--- src/rtl/pause_ctrl.sv ---
// pause_ctrl: pauses the core on user request, OSD-open or hiscore access.
// Pause is aligned to the start of vertical blank (with a timeout fallback so
// a core without vblank cannot stall a request forever); resume happens as
// soon as no request is pending. A long user pause dims the picture.
//
// Ports:
//   clk_sys      in   system clock, single domain
//   reset_n      in   asynchronous active-low reset
//   btn_pause    in   user pause button (level, synchronous)
//   osd_status   in   OSD open
//   osd_pause_en in   allow pausing while OSD is open
//   hs_req       in   hiscore module RAM access request (level)
//   vblank       in   core vertical blank
//   rgb_in  [7:0] in  core pixel {R[2:0],G[2:0],B[1:0]}
//   pause        out  freeze to core
//   hs_grant     out  hiscore access granted (core frozen)
//   user_paused  out  user toggle state
//   dim          out  dimming active
//   rgb_out [7:0] out pixel to video stage, 1-cycle latency
module pause_ctrl #(
   parameter logic [31:0] DIM_CYCLES  = 32'h0ABA9500,
   parameter int unsigned VBL_TIMEOUT = 20'd600000
) (
   input  logic       clk_sys,
   input  logic       reset_n,
   input  logic       btn_pause,
   input  logic       osd_status,
   input  logic       osd_pause_en,
   input  logic       hs_req,
   input  logic       vblank,
   input  logic [7:0] rgb_in,
   output logic       pause,
   output logic       hs_grant,
   output logic       user_paused,
   output logic       dim,
   output logic [7:0] rgb_out
);

   // Timeout counter is at least 20 bits, wider if VBL_TIMEOUT needs it.
   localparam int TW = ($clog2(VBL_TIMEOUT + 1) > 20) ? $clog2(VBL_TIMEOUT + 1) : 20;
   localparam logic [TW-1:0] TMO_LAST = TW'(VBL_TIMEOUT - 1);

   typedef enum logic [1:0] {RUN, WAIT_VBL, PAUSED} state_t;

   state_t          state_q, state_d;
   logic [TW-1:0]   tmo_q, tmo_d;
   logic [31:0]     dim_cnt_q, dim_cnt_d;
   logic            btn_q, arm_q, vbl_q;
   logic            user_paused_q, req_q, hs_grant_q;
   logic [7:0]      rgb_q;

   logic            btn_rise, vbl_rise, req;
   logic [7:0]      rgb_dim;

   // arm_q blocks edge detection on the first clock after reset, so a button
   // held through reset release is not seen as a press.
   assign btn_rise = arm_q & btn_pause & ~btn_q;
   assign vbl_rise = vblank & ~vbl_q;
   assign req      = user_paused_q | hs_req | (osd_status & osd_pause_en);

   always_comb begin
      state_d = state_q;
      tmo_d   = tmo_q;
      case (state_q)
         RUN: begin
            tmo_d = '0;
            if (req) state_d = WAIT_VBL;
         end
         WAIT_VBL: begin
            // Dropped request wins over a simultaneous vblank edge/timeout.
            if (!req)
               state_d = RUN;
            else if (vbl_rise || (tmo_q == TMO_LAST))
               state_d = PAUSED;
            else
               tmo_d = tmo_q + TW'(1);
         end
         PAUSED: begin
            // Resume uses the registered request: leave one cycle after
            // req=0 has been sampled, no vblank alignment.
            if (!req_q) state_d = RUN;
         end
         default: state_d = RUN;
      endcase
   end

   always_comb begin
      dim_cnt_d = dim_cnt_q;
      if (!user_paused_q)
         dim_cnt_d = '0;
      else if ((state_q == PAUSED) && (dim_cnt_q != DIM_CYCLES))
         dim_cnt_d = dim_cnt_q + 32'd1;
   end

   // Halve each colour field, zero-filling its MSB.
   assign rgb_dim = {1'b0, rgb_in[7:6], 1'b0, rgb_in[4:3], 1'b0, rgb_in[1]};

   always_ff @(posedge clk_sys or negedge reset_n) begin
      if (!reset_n) begin
         state_q       <= RUN;
         tmo_q         <= '0;
         dim_cnt_q     <= '0;
         btn_q         <= 1'b0;
         arm_q         <= 1'b0;
         vbl_q         <= 1'b0;
         user_paused_q <= 1'b0;
         req_q         <= 1'b0;
         hs_grant_q    <= 1'b0;
         rgb_q         <= 8'h00;
      end else begin
         state_q       <= state_d;
         tmo_q         <= tmo_d;
         dim_cnt_q     <= dim_cnt_d;
         btn_q         <= btn_pause;
         arm_q         <= 1'b1;
         vbl_q         <= vblank;
         user_paused_q <= user_paused_q ^ btn_rise;
         req_q         <= req;
         hs_grant_q    <= hs_req & (state_q == PAUSED);
         rgb_q         <= dim ? rgb_dim : rgb_in;
      end
   end

   assign pause       = (state_q == PAUSED);
   assign hs_grant    = hs_grant_q;
   assign user_paused = user_paused_q;
   assign dim         = user_paused_q & (state_q == PAUSED) & (dim_cnt_q == DIM_CYCLES);
   assign rgb_out     = rgb_q;

endmodule

--- config.mk ---
export PLATFORM = sky130hd
export DESIGN_NAME = pause_ctrl
export DESIGN_NICKNAME = d
export VERILOG_FILES = /design/src/rtl/pause_ctrl.sv
export SDC_FILE = /design/constraint.sdc
export NUM_CORES = 1
export LEC_CHECK = 0
export BUFFER_PORTS_ARGS = -buffer_cell sky130_fd_sc_hd__buf_2
export CAP_MARGIN = 10
export CORE_MARGIN = 2
export CORE_UTILIZATION = 50
export DETAILED_ROUTE_END_ITERATION = 10
export GPL_TIMING_DRIVEN = 0
export PLACE_DENSITY = 0.78
export SLEW_MARGIN = 25
export SYNTH_ARGS = -nofsm -noshare
export SYNTH_HDL_FRONTEND = slang
export SYNTH_SLANG_ARGS = --single-unit
--- constraint.sdc ---
create_clock -name clk_sys -period 2.3 [get_ports clk_sys]
set_input_delay 0.46 -clock clk_sys [delete_from_list [all_inputs] [get_ports clk_sys]]
set_output_delay 0.46 -clock clk_sys [all_outputs]
set_load 0.01 [all_outputs]
==> impl_metrics.csv <==
group,metric,value,unit
yosys,synth_cell_types,56,
timing,slew-limit-headroom,48.8,%
global_route,grt_busiest_layer,"met2",
cts,numClockSinks,68,
global_route,grt_overflow,0,
power,p_leak,1.86,nW
timing,max_freq,421,MHz
cells_and_area,final_util,61.5,%
cells_and_area,diodes,0,
detailed_routing,dr.first_iter.drc_count,179,
timing,finalClockSkew,0.0153,ns
detailed_routing,avgRoutedWirePerCell,16.1,µm
outcome,violations,"setup timing",
setup_path,r2r_end,"dim_cnt_q[0]",
detailed_routing,ant_nets,0,
placed_design,post_dp_cell_area,0.00385,mm²
placed_design,dpl.cell_count,487,
cells_and_area,fin_area,0.00423,mm²
placed_design,place_congestion,0.870,
yosys,ys_warn_count,0,
setup_path,end_kind,"output port",
floorplan,start_util,52.0,%
setup_path,start_kind,"flip-flop",
min_path,hp-class,"input pin to async pin",
detailed_routing,drt_wl_total,8.42,mm
outcome,status,"finished with violations",
yosys,avgSynthCellArea,9.82,µm²
setup_path,r2r_start,"dim_cnt_q[0]",
global_route,antenna_found_initial,0,
global_route,grt_max_degree,40,
setup_path,path_class,"flip-flop to output port",
setup_path,r2r_slack,0.08,ns
cells_and_area,syn_to_final_growth,18.3,%
setup_path,critPathRequiredTime,1.84,ns
detailed_routing,dr_total_vias,3118,
cells_and_area,fill_cells,548,
timing,whs,0.0349,ns
power,ir_drop,0.537,mV
cells_and_area,final_nets,441,
timing,slew_viol_final,0,
placed_design,hpwl,5.34,mm
timing,fin_ws,-0.0734,ns
setup_path,crit_fanout,2,
global_route,grtUsageMet1,30.7,%
cells_and_area,layout-drive-gt1-share,20.3,%
timing,fin_crit_sh,103,%
global_route,grtUsageTotal,23.1,%
floorplan,io_pins,27,
floorplan,num_rows,30,
detailed_routing,dr.pass1.iters,4,
yosys,synth-edff-count,0,
yosys,syn_area,0.00357,mm²
cells_and_area,most-common-layout-cells,"68 x dfrtp_1, 41 x nand2_1, 28 x buf_2, 28 x nor2_1, 23 x nand3_1",
floorplan,core-area,0.00687,mm²
cts,insertion_delay,0.35,ns
global_route,grt_use_met2,36.6,%
cts,cts_htree_levels,3,
timing,setup_viol,1,
detailed_routing,drc,0,
timing,rsz0062_at_grt,"yes",
cells_and_area,multi_input_area,0.00182,mm²
setup_path,reg2reg_depth,16,
floorplan,die-area,0.00784,mm²
flow_run,max_cap_violations,0,
floorplan,die_w,88.5,µm
yosys,yosysSeqAreaShare,47.6,%
timing,layout_min_cycle_time,2.37,ns
power,powerDensity,715,mW/mm²
cts,clkTransAtPathRegs,0.07,ns
cts,cts_buffers,9,
global_route,gr-usage-met3,5.22,%
timing,worst_slew_pin_slew,0.764,ns
cts,cts_tree,"yes",
cells_and_area,regArea,0.00170,mm²
cells_and_area,layout.cells.non_filler,524,
yosys,synthArstFlopShare,100,%
yosys,synthesis.instances,364,
yosys,synthesis.nets,382,
yosys,synth_flop_cell,"dfrtp_1",
cts,root_buffer,"clkbuf_8",
global_route,grt_pass1_wl,13.8,mm
setup_path,critPathArrivalTime,1.91,ns
yosys,ys_ff_latch,68,
floorplan,fp.dieH,88.5,µm
global_route,grt_pass1_vias,2909,
cts,cts_max_path_buffers,2,
detailed_routing,via_per_inst,5.95,
timing,hold_viol,0,
cells_and_area,layout_commonest_cell,"dfrtp_1",
placed_design,portBuffers,26,
## worst max-delay path by stage
stage | start | end | depth (start not counted) | slack, ns
after floorplan | dim_cnt_q[0] | rgb_out[0] | 7 | 0.40
after global placement | dim_cnt_q[0] | dim | 7 | -0.13
after detailed placement | dim_cnt_q[0] | dim | 7 | -0.14
after CTS | dim_cnt_q[1] | dim | 7 | -0.04
after global routing | dim_cnt_q[1] | dim | 7 | -0.15
final | dim_cnt_q[1] | dim | 7 | -0.07
## Yosys cell counts (2+ instances only)
master	count	area [µm²]
dfrtp_1	68	1700
nand2_1	41	154
nor2_1	28	105
nand3_1	23	115
nand4_1	17	106
xor2_1	13	114
a21oi_1	12	60.1
or3_1	10	62.6
nand2b_1	9	56.3
xnor2_1	9	78.8
and3_1	8	50.1
and4_1	8	70.1
clkbuf_1	8	30.0
nor4_1	8	50.1
o21ai_0	8	40.0
mux2i_1	6	60.1
inv_1	5	18.8
mux2_1	5	56.3
nor2b_1	5	31.3
o21ai_1	5	25.0
buf_2	4	20.0
nor3_1	4	20.0
nor4b_1	4	35.0
or4_1	4	30.0
a21o_1	3	22.5
and2_1	3	18.8
ha_1	3	37.5
o211ai_1	3	22.5
o311ai_1	3	26.3
o31ai_1	3	22.5
a21boi_1	2	15.0
a31oi_1	2	12.5
inv_2	2	7.51
nor3_2	2	20.0
nor4_2	2	25.0
nor4b_2	2	30.0
o41ai_1	2	17.5
or2_1	2	12.5
## cells by family (layout without fill, tap and decap cells)
family | count (synthesis) | count (layout) | share of synthesized area (%)
buffers and inverters | 20 | 84 | 2.24
AO/OA/AOI/OAI | 50 | 50 | 9.38
other | 1 | 1 | 0.105
XOR/XNOR | 22 | 22 | 5.39
flip-flops | 68 | 68 | 47.6
adder cells (fa/ha/maj) | 3 | 3 | 1.05
AND/OR/NAND/NOR | 189 | 189 | 31.0
multiplexers | 11 | 11 | 3.26
## what timing repair did
item                                    4_1_cts  5_1_grt
endpoints found under the setup margin        1        3
buffers inserted                             20        2
hold buffers                                  0        0
resized for setup                             6       10
pin swaps                                     2        2
## sequential cells by signal, summed over array words and instances, names as in the netlist
name	cells
arm_q	1
btn_q	1
dim_cnt_q	32
hs_grant	1
req_q	1
rgb_out	8
state_q	2
tmo_q	20
user_paused	1
vbl_q	1
## layer usage
layer	vias to the layer above	part of all wire [%]	wire length, µm
li1	1450	-	-
met1	1572	46	3840
met2	74	48	4060
met3	22	3.9	327
met4	0	2.3	193
met5	-	0	0
## layout make-up
cell class	instances	share of cell area, %
Clock inverter	4	0.622
Buffer	13	1.30
Multi-Input combinational cell	276	43.0
Tap cell	96	2.84
Timing Repair Buffer	48	8.11
Sequential cell	68	40.3
Clock buffer	12	3.20
Inverter	7	0.622
## report_power, final
part / switching [W] / total [W] / leakage (nW) / internal (W)
Combinational: 0.000517 / 0.000839 / 0.866 / 0.000322
Clock: 0.000457 / 0.000848 / 0.0803 / 0.000391
Sequential: 0.0000737 / 0.00134 / 0.913 / 0.00126
## metrics by stage
step | setup TNS (ns) | total power [W] | setup slack (ns)
2_1_floorplan | 0 | 0.00179 | 0.398
3_3_place_gp | -0.127 | 0.00198 | -0.127
3_5_place_dp | -0.136 | 0.00201 | -0.136
4_1_cts | -0.0389 | 0.00295 | -0.0353
5_1_grt | -0.152 | 0.00317 | -0.152
6_report | -0.0734 | 0.00302 | -0.0734
## worst max-delay path: stages (launching register included)
cell and delay, ns:
dfrtp_1 0.41, inv_2 0.10, ha_4 0.13, nor4b_4 0.18, and4_1 0.22, nand4_1 0.22, nor2_4 0.19, buf_6 0.12
Power figures use the tool's default switching activity.
